[config.mk]
export PLATFORM = sky130hd
export DESIGN_NAME = wbm_arb3
export DESIGN_NICKNAME = d
export VERILOG_FILES = /design/src/rtl/wbm_arb3.sv
export SDC_FILE = /design/constraint.sdc
export NUM_CORES = 1
export LEC_CHECK = 0
export CAP_MARGIN = 0
export CORE_MARGIN = 1.5
export CORE_UTILIZATION = 40
export CTS_CLUSTER_DIAMETER = 80
export DETAILED_ROUTE_END_ITERATION = 8
export DONT_BUFFER_PORTS = 1
export PLACE_DENSITY = 0.65
export SLEW_MARGIN = 30
export SYNTH_ARGS = -nofsm -noshare
export SYNTH_HDL_FRONTEND = slang
export SYNTH_SLANG_ARGS = --single-unit
[constraint.sdc]
create_clock -name wb_clk_i -period 2.2 [get_ports wb_clk_i]
set_input_delay 0.22 -clock wb_clk_i [delete_from_list [all_inputs] [get_ports wb_clk_i]]
set_output_delay 0.22 -clock wb_clk_i [all_outputs]
set_load 0.02 [all_outputs]
[src/rtl/wbm_arb3.sv]
// Three-master Wishbone arbiter: grants one master at a time to the 16-bit
// system bus, muxes its request to the slave, routes ack back to it, and ends
// stalled accesses with a one-cycle error pulse after a no-reply timeout.
module wbm_arb3 #(
    parameter int unsigned TMO_CYCLES = 255,
    parameter bit          RR         = 1'b1
) (
    input  logic        wb_clk_i,
    input  logic        wb_rst_n,
    input  logic [2:0]  m_cyc_i,
    input  logic [2:0]  m_stb_i,
    input  logic [2:0]  m_we_i,
    input  logic [5:0]  m_sel_i,
    input  logic [47:0] m_adr_i,
    input  logic [47:0] m_dat_i,
    output logic [15:0] m_dat_o,
    output logic [2:0]  m_ack_o,
    output logic [2:0]  m_err_o,
    output logic [2:0]  m_gnt_o,
    output logic        s_cyc_o,
    output logic        s_stb_o,
    output logic        s_we_o,
    output logic [1:0]  s_sel_o,
    output logic [15:0] s_adr_o,
    output logic [15:0] s_dat_o,
    input  logic [15:0] s_dat_i,
    input  logic        s_ack_i,
    output logic        tmo_o,
    output logic [15:0] tmo_adr_o
);

    localparam int unsigned CNT_W = 8;
    localparam int unsigned ADR_W = 16;
    localparam int unsigned DAT_W = 16;
    localparam int unsigned SEL_W = 2;

    localparam logic [0:0] S_IDLE = 1'b0;
    localparam logic [0:0] S_OWN  = 1'b1;

    localparam logic [CNT_W-1:0] TMO_LAST = CNT_W'(TMO_CYCLES - 1);

    logic [0:0]       r_state,   w_state_nx;
    logic [1:0]       r_own,     w_own_nx;
    logic [1:0]       r_last,    w_last_nx;
    logic [2:0]       r_gnt,     w_gnt_nx;
    logic [2:0]       r_err,     w_err_nx;
    logic [CNT_W-1:0] r_cnt,     w_cnt_nx;
    logic             r_blk,     w_blk_nx;
    logic             r_tmo,     w_tmo_nx;
    logic [ADR_W-1:0] r_tmo_adr, w_tmo_adr_nx;

    logic             w_granted;
    logic             w_stall;
    logic [1:0]       w_pick;
    logic             w_own_cyc;
    logic             w_own_stb;
    logic             w_own_we;
    logic [SEL_W-1:0] w_own_sel;
    logic [ADR_W-1:0] w_own_adr;
    logic [DAT_W-1:0] w_own_dat;

    // Select the request fields of the current owner.
    always_comb begin
        w_own_cyc = 1'b0;
        w_own_stb = 1'b0;
        w_own_we  = 1'b0;
        w_own_sel = '0;
        w_own_adr = '0;
        w_own_dat = '0;
        case (r_own)
            2'd0: begin
                w_own_cyc = m_cyc_i[0];
                w_own_stb = m_stb_i[0];
                w_own_we  = m_we_i[0];
                w_own_sel = m_sel_i[1:0];
                w_own_adr = m_adr_i[15:0];
                w_own_dat = m_dat_i[15:0];
            end
            2'd1: begin
                w_own_cyc = m_cyc_i[1];
                w_own_stb = m_stb_i[1];
                w_own_we  = m_we_i[1];
                w_own_sel = m_sel_i[3:2];
                w_own_adr = m_adr_i[31:16];
                w_own_dat = m_dat_i[31:16];
            end
            2'd2: begin
                w_own_cyc = m_cyc_i[2];
                w_own_stb = m_stb_i[2];
                w_own_we  = m_we_i[2];
                w_own_sel = m_sel_i[5:4];
                w_own_adr = m_adr_i[47:32];
                w_own_dat = m_dat_i[47:32];
            end
            default: ;
        endcase
    end

    // Winner among requesters: rotate from the last owner, or lowest index.
    always_comb begin
        w_pick = 2'd0;
        if (RR) begin
            case (r_last)
                2'd0:    w_pick = m_cyc_i[1] ? 2'd1 : (m_cyc_i[2] ? 2'd2 : 2'd0);
                2'd1:    w_pick = m_cyc_i[2] ? 2'd2 : (m_cyc_i[0] ? 2'd0 : 2'd1);
                default: w_pick = m_cyc_i[0] ? 2'd0 : (m_cyc_i[1] ? 2'd1 : 2'd2);
            endcase
        end else begin
            w_pick = m_cyc_i[0] ? 2'd0 : (m_cyc_i[1] ? 2'd1 : 2'd2);
        end
    end

    // Slave-side bus is the owner's request, forced to zero without a grant.
    assign w_granted = (r_state == S_OWN);
    assign s_cyc_o   = w_granted & w_own_cyc;
    assign s_stb_o   = w_granted & w_own_stb & ~r_blk;
    assign s_we_o    = w_granted & w_own_we;
    assign s_sel_o   = w_granted ? w_own_sel : '0;
    assign s_adr_o   = w_granted ? w_own_adr : '0;
    assign s_dat_o   = w_granted ? w_own_dat : '0;
    assign m_ack_o   = (w_granted & s_ack_i & ~r_blk) ? r_gnt : 3'b000;
    assign m_dat_o   = s_dat_i;
    assign m_gnt_o   = r_gnt;
    assign m_err_o   = r_err;
    assign tmo_o     = r_tmo;
    assign tmo_adr_o = r_tmo_adr;

    assign w_stall   = s_stb_o & ~s_ack_i;

    // Next-state: arbitration in IDLE, release and no-reply timeout in OWN.
    always_comb begin
        w_state_nx   = r_state;
        w_own_nx     = r_own;
        w_last_nx    = r_last;
        w_gnt_nx     = r_gnt;
        w_err_nx     = 3'b000;
        w_cnt_nx     = '0;
        w_blk_nx     = r_blk;
        w_tmo_nx     = 1'b0;
        w_tmo_adr_nx = r_tmo_adr;
        case (r_state)
            S_IDLE: begin
                w_blk_nx = 1'b0;
                if (|m_cyc_i) begin
                    w_state_nx = S_OWN;
                    w_own_nx   = w_pick;
                    w_last_nx  = w_pick;
                    w_gnt_nx   = 3'b001 << w_pick;
                end
            end
            default: begin
                if (!w_own_cyc) begin
                    w_state_nx = S_IDLE;
                    w_gnt_nx   = 3'b000;
                    w_blk_nx   = 1'b0;
                end else if (w_stall && (r_cnt == TMO_LAST)) begin
                    w_err_nx     = r_gnt;
                    w_tmo_nx     = 1'b1;
                    w_tmo_adr_nx = s_adr_o;
                    w_blk_nx     = 1'b1;
                end else begin
                    w_cnt_nx = w_stall ? (r_cnt + CNT_W'(1)) : '0;
                    if (!w_own_stb) begin
                        w_blk_nx = 1'b0;
                    end
                end
            end
        endcase
    end

    // State and registered outputs.
    always_ff @(posedge wb_clk_i or negedge wb_rst_n) begin
        if (!wb_rst_n) begin
            r_state   <= S_IDLE;
            r_own     <= 2'd0;
            r_last    <= 2'd2;
            r_gnt     <= 3'b000;
            r_err     <= 3'b000;
            r_cnt     <= '0;
            r_blk     <= 1'b0;
            r_tmo     <= 1'b0;
            r_tmo_adr <= '0;
        end else begin
            r_state   <= w_state_nx;
            r_own     <= w_own_nx;
            r_last    <= w_last_nx;
            r_gnt     <= w_gnt_nx;
            r_err     <= w_err_nx;
            r_cnt     <= w_cnt_nx;
            r_blk     <= w_blk_nx;
            r_tmo     <= w_tmo_nx;
            r_tmo_adr <= w_tmo_adr_nx;
        end
    end

endmodule

==> qor.txt, run 1 <==
Total gr overflow - 0
Vias after detailed routing - 2219
Post-synth EDFFs - 0
Port Buf Inserts - 0
Rows - 30
Max Slew Vio Count - 0
Synth top area cells - dfrtp_1 (31%), mux2_2 (9.3%), nand2_1 (7.9%)
# setup viols final - 0
Clk pin slew, worst setup/hold paths - 70 ps
TritonCTS clock tree - done
Multi-input logic area - 1634 um^2
Worst clock skew - 7.333 ps
Antenna-violating nets left - 0
Minimum clock period - 2067 ps
Pwr/cell area - 1272 nW/um^2
Leak - 0.001372 uW
Commonest cells after routing, fill and taps aside - nand2_1 (59), dfrtp_1 (34), buf_4 (27)
Largest net degree at the start of global routing - 37
Synthesized flop and latch total - 36
Unique masters post-synth - 45
Clock latency on the worst-skew pair - 290 ps
Largest family of logic cells by synthesized area - multiplexers
Status - finished clean
Filler cells - 686
Synth top area share - 31.33%
Mux cell area share after synthesis - 21.62%
Clock Path Buffers - 2
WP data arrival - 1850 ps
Syn Inst Count - 314
Iter 0 DRT Violations - 36
Core area - 6756 um^2
Seq/Total Area, Yosys - 32.27%
N_diodes - 0
Die W - 86.60 um
Most common cell after layout, fill and taps aside - nand2_1
Final Hold Viols - 0
Final #Nets - 446
H-Tree Depth - 2
Share of flip-flops with an asynchronous set or reset - 100.0%
Startpoint class of the critical path - flop
CTS Sinks - 36
Die Ht - 86.60 um
Slew margin rel. - 76.48%
HP Class - in -> reg
Detailed-router iteration count before antenna repair - 4
Kind of end point of the critical path - primary output
Crit Path Max Fanout - 17
Yosys Warn Count - 0
MaxCap Viol Count - 0
Final wirelength - 7.049 mm
Final HPWL DP - 5.494 mm
Vias/cell - 5.618
Synth Area in Compound Gates - 12.76%
Req. time, crit path - 1980 ps
Area Growth Syn to Fin - 8.371%
CTS Buf Count - 5
RSZ-0062 raised after global routing - false
DRC Markers - 0
Post-synth top area cell - dfrtp_1
Layout cell share with drive strength beyond 1 - 24.44%
Synth Flop Type - dfrtp_1
Origin of the critical flop-to-flop path - r_own[1]$_DFFE_PN0P_
Fraction of the mapped netlist area in adder cells - 0.8953%
# IOs - 209
Final period utilization - 93.96%
Gpl congestion - 0.8644
Worst-margin pin slew - 343.0 ps
Routed len/inst - 17.85 um
Critical Path Start - r_own[1]$_DFFE_PN0P_
GRT Overall Usage - 18.67%
Syn Area/Cell - 8.902 um^2
Simple-gate share of the synthesized area - 21.22%
First-pass GRT wire length - 10.86 mm
Initial core utilization - 41.37%
Vias in the first global route - 2187
VDD IR max - 450.2 uV
Initial antenna violation count - 0
Syn Nets - 446
Root Buffer - clkbuf_8
Setup TNS - 0 ps
Post-Synthesis Cell Area - 2795 um^2
Die area - 7499 um^2
Reg area - 903.4 um^2
Total Power - 3854 uW
Hold_sp - m_cyc_i[2]
Synth Area in XOR/XNOR - 1.880%
Worst Setup Path Type - reg -> out
Peak Freq - 483.8 MHz
==> worst paths after layout <==
check | slack, ps | endpoint | cells after the start
max reg2reg | 260 | tmo_adr_o[2]$_DFFE_PN0P_ | 6
min | 130 | m_gnt_o[0]$_DFFE_PN0P_ | 2
min reg2reg | 520 | r_cnt[0]$_DFF_PN0_ | 1
max | 130 | s_adr_o[13] | 6
min in group asynchronous | 390 | r_cnt[7]$_DFF_PN0_ | 2
max in group asynchronous | 1560 | r_last[1]$_DFFE_PN1P_ | 2
==> state kept, by name, summed over array words and instances (netlist names) <==
name       flops
tmo_o          1
r_own          2
tmo_adr_o     16
m_err_o        3
r_blk          1
r_cnt          8
r_state        1
r_last         1
m_gnt_o        3
==> worst max-delay path: stages (launching register included) <==
cell and delay (ps):
dfrtp_2 420, buf_4 180, nor2b_2 140, buf_4 250, nand2_1 70, a21boi_0 300, buf_4 210
==> cells in the mapped netlist (all sizes together), types with 2 or more instances <==
cell     count
and2        23
inv          2
nand4        2
o21ai       26
nand2b       3
buf         30
nor2b        5
clkbuf       7
a21oi        4
nor2        13
mux2i       21
dfrtp       35
a2bb2oi      2
a21boi      16
xor2         4
xnor2        2
nand2       59
mux2        32
and3         5
ha           2
nand3        4
==> metal layers <==
metal | global-route usage (%) | part of all wire (%)
met3 | 5.238 | 8.0
met2 | 32.95 | 51
met4 | 9.238 | 3.3
met1 | 20.53 | 38
met5 | 0 | 0
==> through the flow <==
stage,hold WS [ps],instances,worst slack [ps],area (um^2),utilization [%]
after floorplan,-75.59,314,224.9,2795,-
after global placement,-74.59,384,276.6,2864,42.39
after detailed placement,-74.53,384,250.7,2864,42.39
after CTS,121.2,395,120.1,3029,44.83
after global routing,124.2,395,7.353,3029,44.83
final,133.6,395,133.0,3029,44.83
==> cell families after synthesis <==
kind of cell	count (synthesis)
and+or+nand+nor	122
AOI/OAI and AO/OA	55
muxes	53
buffers and inverters	40
DFF	36
xor gates and xnor gates	6
adders and majority gates	2
==> power by group <==
group / leakage, uW / switching [uW] / internal (uW)
combinational: 0.000819 / 1430 / 918
clock: 0.0000645 / 240 / 400
sequential: 0.000489 / 130 / 737
==> timing repair <==
action                                  CTS  global route
endpoints found under the setup margin    9             1
resized for setup                         2             1
hold endpoints to repair                 36             0
setup buffers                             1             0
pin swaps                                 0             0
cloned                                    0             0
hold buffers                              2             0
==> area by class of cell <==
type                            instances  area share [%]
Tap cell                               80           3.304
Timing Repair Buffer                   30           8.344
Sequential cell                        36           29.82
Inverter                                3          0.4131
Clock inverter                          1          0.9913
Multi-Input combinational cell        238           53.94
Clock buffer                            7           3.180
No activity file was read; power rests on OpenSTA's default activity.
==> run 2: changes to the inputs <==
- RECOVER_POWER: unset -> 50
==> qor.txt, run 2 (synthesis gave the netlist of run 1 again) <==
RSZ-0062 raised after global routing - false
Detailed-router iteration count before antenna repair - 4 (unchanged)
Final HPWL DP - 5.494 mm (unchanged)
Setup WS pre-CTS - 250.7 ps (unchanged)
Vias in the first global route - 2187 (unchanged)
Crit path cell chain - buf_4, nor2b_2, buf_4, nand2_1, a21boi_0, buf_4
Core area - 6756 um^2 (unchanged)
Minimum clock period - 2062 ps (-5.087 ps)
Number of flip-flops in the largest register - 16 (unchanged)
First-pass GRT wire length - 10.86 mm (unchanged)
Leak - 0.001367 uW (-0.38%)
CP endpoint - s_adr_o[13]
Vias/cell - 5.603 (-0.27%)
Rows - 30 (unchanged)
Die W - 86.60 um (unchanged)
TritonCTS clock tree - done
Kind of end point of the critical path - primary output
Total gr overflow - 0 (unchanged)
Worst-margin pin slew - 919.5 ps (+576.4 ps)
Layout cell share with drive strength beyond 1 - 24.44% (unchanged)
Startpoint class of the critical path - flop
R2R setup slack - 260 ps (about the same)
Max Slew Vio Count - 0 (unchanged)
FF-to-FF End - tmo_adr_o[2]$_DFFE_PN0P_
Final wirelength - 7.052 mm (about the same)
Non-filler cells, final - 395 (unchanged)
GRT Overall Usage - 18.67% (unchanged)
R2R depth - 6 (unchanged)
H-Tree Depth - 2 (unchanged)
# setup viols final - 0 (unchanged)
HP Class - in -> reg
Status - finished clean
Pwr/cell area - 1278 nW/um^2 (+0.42%)
Worst clock skew - 7.333 ps (+0.00005000 ps)
Worst Setup Path Type - reg -> out
Final Hold Viols - 0 (unchanged)
Crit Path Max Fanout - 17 (unchanged)
Critical Path Start - r_own[1]$_DFFE_PN0P_
Sequential share of power - 22.5% (about the same)
Req. time, crit path - 1980 ps (about the same)
Clock power share - 16.6% (about the same)
Cell Area, Placed - 2864 um^2 (unchanged)
Switching share of power - 46.72% (about the same)
Peak Freq - 485.0 MHz (+0.25%)
Routed len/inst - 17.85 um (about the same)
DRC Markers - 0 (unchanged)
Clock latency on the worst-skew pair - 290 ps (about the same)
Initial antenna violation count - 0 (unchanged)
Slew margin rel. - 38.70% (-38 points)
Int Power - 2052 uW (-0.15%)
Final #Nets - 446 (unchanged)
Initial core utilization - 41.37% (unchanged)
Final period utilization - 93.72% (-0.23 points)
Clock Path Buffers - 2 (unchanged)
Crit-path max cell delay - 420 ps (about the same)
Logic pwr share - 60.9% (about the same)
VDD IR max - 450.2 uV (about the same)
Design area - 3014 um^2 (-0.50%)
Most used cell along the critical path - buf_4
Gpl congestion - 0.8644 (unchanged)
Origin of the critical flop-to-flop path - r_own[1]$_DFFE_PN0P_
CTS Buf Count - 5 (unchanged)
Most common cell after layout, fill and taps aside - nand2_1
Port Buf Inserts - 0 (unchanged)
Hold WS - 133.6 ps (-0.006000 ps)
WP data arrival - 1840 ps (about the same)
Iter 0 DRT Violations - 36 (unchanged)
CP max-delay cell - dfrtp_2
Largest net degree at the start of global routing - 37 (unchanged)
Antenna-violating nets left - 0 (unchanged)
N_diodes - 0 (unchanged)
Clk pin slew, worst setup/hold paths - 70 ps (about the same)
Die Ht - 86.60 um (unchanged)
Commonest cells after routing, fill and taps aside - nand2_1 (59), dfrtp_1 (34), buf_4 (27)
MaxCap Viol Count - 0 (unchanged)
Final worst slack - 138.1 ps (+5.087 ps)
Area Growth Syn to Fin - 7.833%
Vias after detailed routing - 2213 (-0.27%)
# IOs - 209 (unchanged)
Setup TNS - 0 ps (unchanged)
CTS Sinks - 36 (unchanged)
Die area - 7499 um^2 (unchanged)
Root Buffer - clkbuf_8
Net switching power - 1799 uW (about the same)
DP Cell Count - 384 (unchanged)
-- run 2: cell type report --
cell class                      instances  area, um^2
Fill cell                             688        3742
Multi-Input combinational cell        238        1634
Sequential cell                        36       903.4
Timing Repair Buffer                   30       237.7
Tap cell                               80       100.1
Clock buffer                            7       96.34
Clock inverter                          1       30.03
Inverter                                3       12.51
-- run 2: power by group through the flow --
stage | Sequential (uW) | Combinational, uW | Clock, uW
2_1_floorplan | 840 | 1820 | 0
3_3_place_gp | 915 | 2260 | 0
3_5_place_dp | 919 | 2300 | 0
4_1_cts | 867 | 2380 | 660
5_1_grt | 882 | 2560 | 690
6_report | 867 | 2340 | 640
-- run 2: how the worst min path moves through the flow --
stage / start / to / slack (ps) / cells after the start
2_1_floorplan: wb_rst_n / m_err_o[0]$_DFF_PN0_ / -80 / 0
3_3_place_gp: wb_rst_n / tmo_adr_o[11]$_DFFE_PN0P_ / -70 / 0
3_5_place_dp: wb_rst_n / r_cnt[6]$_DFF_PN0_ / -70 / 0
4_1_cts: m_cyc_i[2] / m_gnt_o[0]$_DFFE_PN0P_ / 120 / 2
5_1_grt: m_cyc_i[0] / m_gnt_o[1]$_DFFE_PN0P_ / 120 / 2
6_report: m_cyc_i[2] / m_gnt_o[0]$_DFFE_PN0P_ / 130 / 2
-- run 2: per-stage QoR --
step                      total power [uW]  util [%]
after global routing                  4129     44.61
after CTS                             3904     44.83
final                                 3851     44.61
after global placement                3176     42.39
after floorplan                       2661         -
after detailed placement              3215     42.39
-- run 2: worst max-delay path, delay by kind of cell, from the launching register on --
family | cells | cell delay (ps)
buffers and inverters | 3 | 640
flip-flops | 1 | 420
AO/OA/AOI/OAI | 1 | 290
AND/OR/NAND/NOR | 2 | 210
-- run 2: what timing repair did --
action,CTS,global route
endpoints found under the hold margin,36,0
cloned,0,0
setup buffers,1,0
hold buffers,2,0
setup endpoints to repair,9,1
gates resized for setup,2,1
-- run 2: metal layers --
layer | vias to the layer above | track usage, % | share of wire, %
li1 | 1056 | - | -
met4 | 0 | 9.238 | 3.3
met2 | 127 | 32.95 | 51
met1 | 1010 | 20.53 | 38
met3 | 20 | 5.238 | 8.0
met5 | - | 0 | 0
==> run 3: changes to the inputs <==
- SETUP_SLACK_MARGIN: unset -> 0.5
==> qor.txt, run 3 (synthesis gave the netlist of run 1 again) <==
CTS Sinks - 36 (unchanged)
Status - finished clean
Die W - 86.60 um (unchanged)
Vias in the first global route - 2171 (-0.73%)
Worst clock skew - 14.15 ps (+6.813 ps)
Worst Setup Path Type - reg -> reg
TritonCTS clock tree - done
Number of flip-flops in the largest register - 16 (unchanged)
Final #Nets - 454 (+1.8%)
Clk pin slew, worst setup/hold paths - 80 ps (about the same)
Clock latency on the worst-skew pair - 290 ps (about the same)
Gpl congestion - 0.7925 (-8.3%)
Cell Area, Placed - 2934 um^2 (+2.4%)
Kind of end point of the critical path - flop
Total gr overflow - 0 (unchanged)
Leak - 0.001476 uW (+8.0%)
Core area - 6756 um^2 (unchanged)
Final HPWL DP - 5.442 mm (-0.94%)
Final period utilization - 91.36% (-2.4 points)
Minimum clock period - 2010 ps (-51.94 ps)
Routed len/inst - 18.40 um (+3.0%)
Vias after detailed routing - 2301 (+4.0%)
Startpoint class of the critical path - flop
Crit Path Max Fanout - 16 (-1)
DP Cell Count - 382 (-0.52%)
Final wirelength - 7.414 mm (+5.1%)
N_diodes - 0 (unchanged)
Setup TNS - 0 ps (unchanged)
Rows - 30 (unchanged)
MaxCap Viol Count - 0 (unchanged)
RSZ-0062 raised after global routing - true
Detailed-router iteration count before antenna repair - 4 (unchanged)
Layout cell share with drive strength beyond 1 - 37.46% (+13 points)
Area Growth Syn to Fin - 16.88%
Final Hold Viols - 0 (unchanged)
Clock Path Buffers - 2 (unchanged)
Most common cell after layout, fill and taps aside - nand2_1
# setup viols final - 0 (unchanged)
WP data arrival - 2190 ps (+350 ps)
Iter 0 DRT Violations - 59 (+64%)
Initial core utilization - 41.37% (unchanged)
DRC Markers - 0 (unchanged)
GRT Overall Usage - 18.89% (+0.21 points)
Slew margin rel. - 38.70% (about the same)
Root Buffer - clkbuf_8
Max Slew Vio Count - 0 (unchanged)
VDD IR max - 632.0 uV (+40%)
Die area - 7499 um^2 (unchanged)
Antenna-violating nets left - 0 (unchanged)
H-Tree Depth - 2 (unchanged)
Port Buf Inserts - 0 (unchanged)
Largest net degree at the start of global routing - 37 (unchanged)
Die Ht - 86.60 um (unchanged)
Peak Freq - 497.5 MHz (+2.6%)
CTS Buf Count - 5 (unchanged)
HP Class - in -> reg
Req. time, crit path - 2380 ps (+400 ps)
Vias/cell - 5.710 (+1.9%)
Design area - 3267 um^2 (+8.4%)
# IOs - 209 (unchanged)
Commonest cells after routing, fill and taps aside - nand2_1 (59), dfrtp_1 (33), buf_4 (25)
Pwr/cell area - 1328 nW/um^2 (+3.9%)
Non-filler cells, final - 403 (+2.0%)
Filler cells - 648 (-5.8%)
Worst-margin pin slew - 919.5 ps (+0.06014 ps)
First-pass GRT wire length - 10.91 mm (+0.44%)
Total Power - 4338 uW (+13%)
Initial antenna violation count - 0 (unchanged)
==> run 3: cell count changes in the layout (fill, tap and decap cells not counted), sizes merged <==
cell      change
bufinv        -1
clkinvlp      +2
clkbuf        -1
buf           +8
==> run 3: worst paths after layout <==
check                                startpoint                        to  slack (ps)  depth (start not counted)
setup / recovery           r_own[0]$_DFFE_PN0P_  tmo_adr_o[3]$_DFFE_PN0P_         190                          6
hold / removal                       m_cyc_i[1]      r_own[0]$_DFFE_PN0P_         120                          2
setup reg to reg           r_own[0]$_DFFE_PN0P_  tmo_adr_o[3]$_DFFE_PN0P_         190                          6
hold reg to reg              r_cnt[0]$_DFF_PN0_        r_cnt[0]$_DFF_PN0_         510                          1
max in group asynchronous              wb_rst_n      r_own[1]$_DFFE_PN0P_         980                          2
min in group asynchronous              wb_rst_n    m_gnt_o[2]$_DFFE_PN0P_         590                          2
==> run 3: report_power, final <==
group	switching [uW]	total [uW]	internal (uW)	leakage, uW
clock	251	505	254	0.0000434
combinational	1590	2960	1370	0.000945
sequential	131	870	739	0.000488
==> run 3: area by class of cell <==
| cell class | instances | area [um^2] | area share, % |
|---|---|---|---|
| multi-input cells | 238 | 1745 | 53.43 |
| flip-flops and latches | 36 | 904.6 | 27.69 |
| repair buffers | 38 | 406.6 | 12.45 |
| well taps | 80 | 100.1 | 3.064 |
| clock buffers | 6 | 82.58 | 2.528 |
| clock inverters | 2 | 15.01 | 0.4596 |
| inverters | 3 | 12.51 | 0.3830 |
==> run 3: through the flow <==
step	hold slack, ps	worst slack [ps]	util [%]
CTS	111.9	222.0	47.96
finish	122.9	190.0	48.35
floorplan	-75.59	422.8	-
global placement	-74.93	273.3	43.43
global route	126.7	110.1	48.35
detailed placement	-74.97	212.2	43.43
==> run 3: critical path: stages (launching register included) <==
cell	delay, ps
dfrtp_2	430
buf_6	120
nand2b_4	140
o21ai_4	330
and4b_2	330
buf_12	170
mux2_2	340
==> run 3: metal layers <==
metal / share of wire [%] / GRT usage, % / routed length [um] / up-vias
met5: 0 / 0 / 0 / -
met4: 1.4 / 6.012 / 105 / 0
met3: 6.5 / 3.810 / 480 / 9
met2: 52 / 33.74 / 3865 / 125
met1: 40 / 22.71 / 2963 / 1095
li1: - / - / - / 1072
==> run 3: timing repair <==
action	CTS	global route
setup endpoints to repair	56	61
hold buffers	2	0
buffers inserted	6	3
cloned	2	0
hold endpoints to repair	36	0
gates resized for setup	41	7
pin swaps	4	4
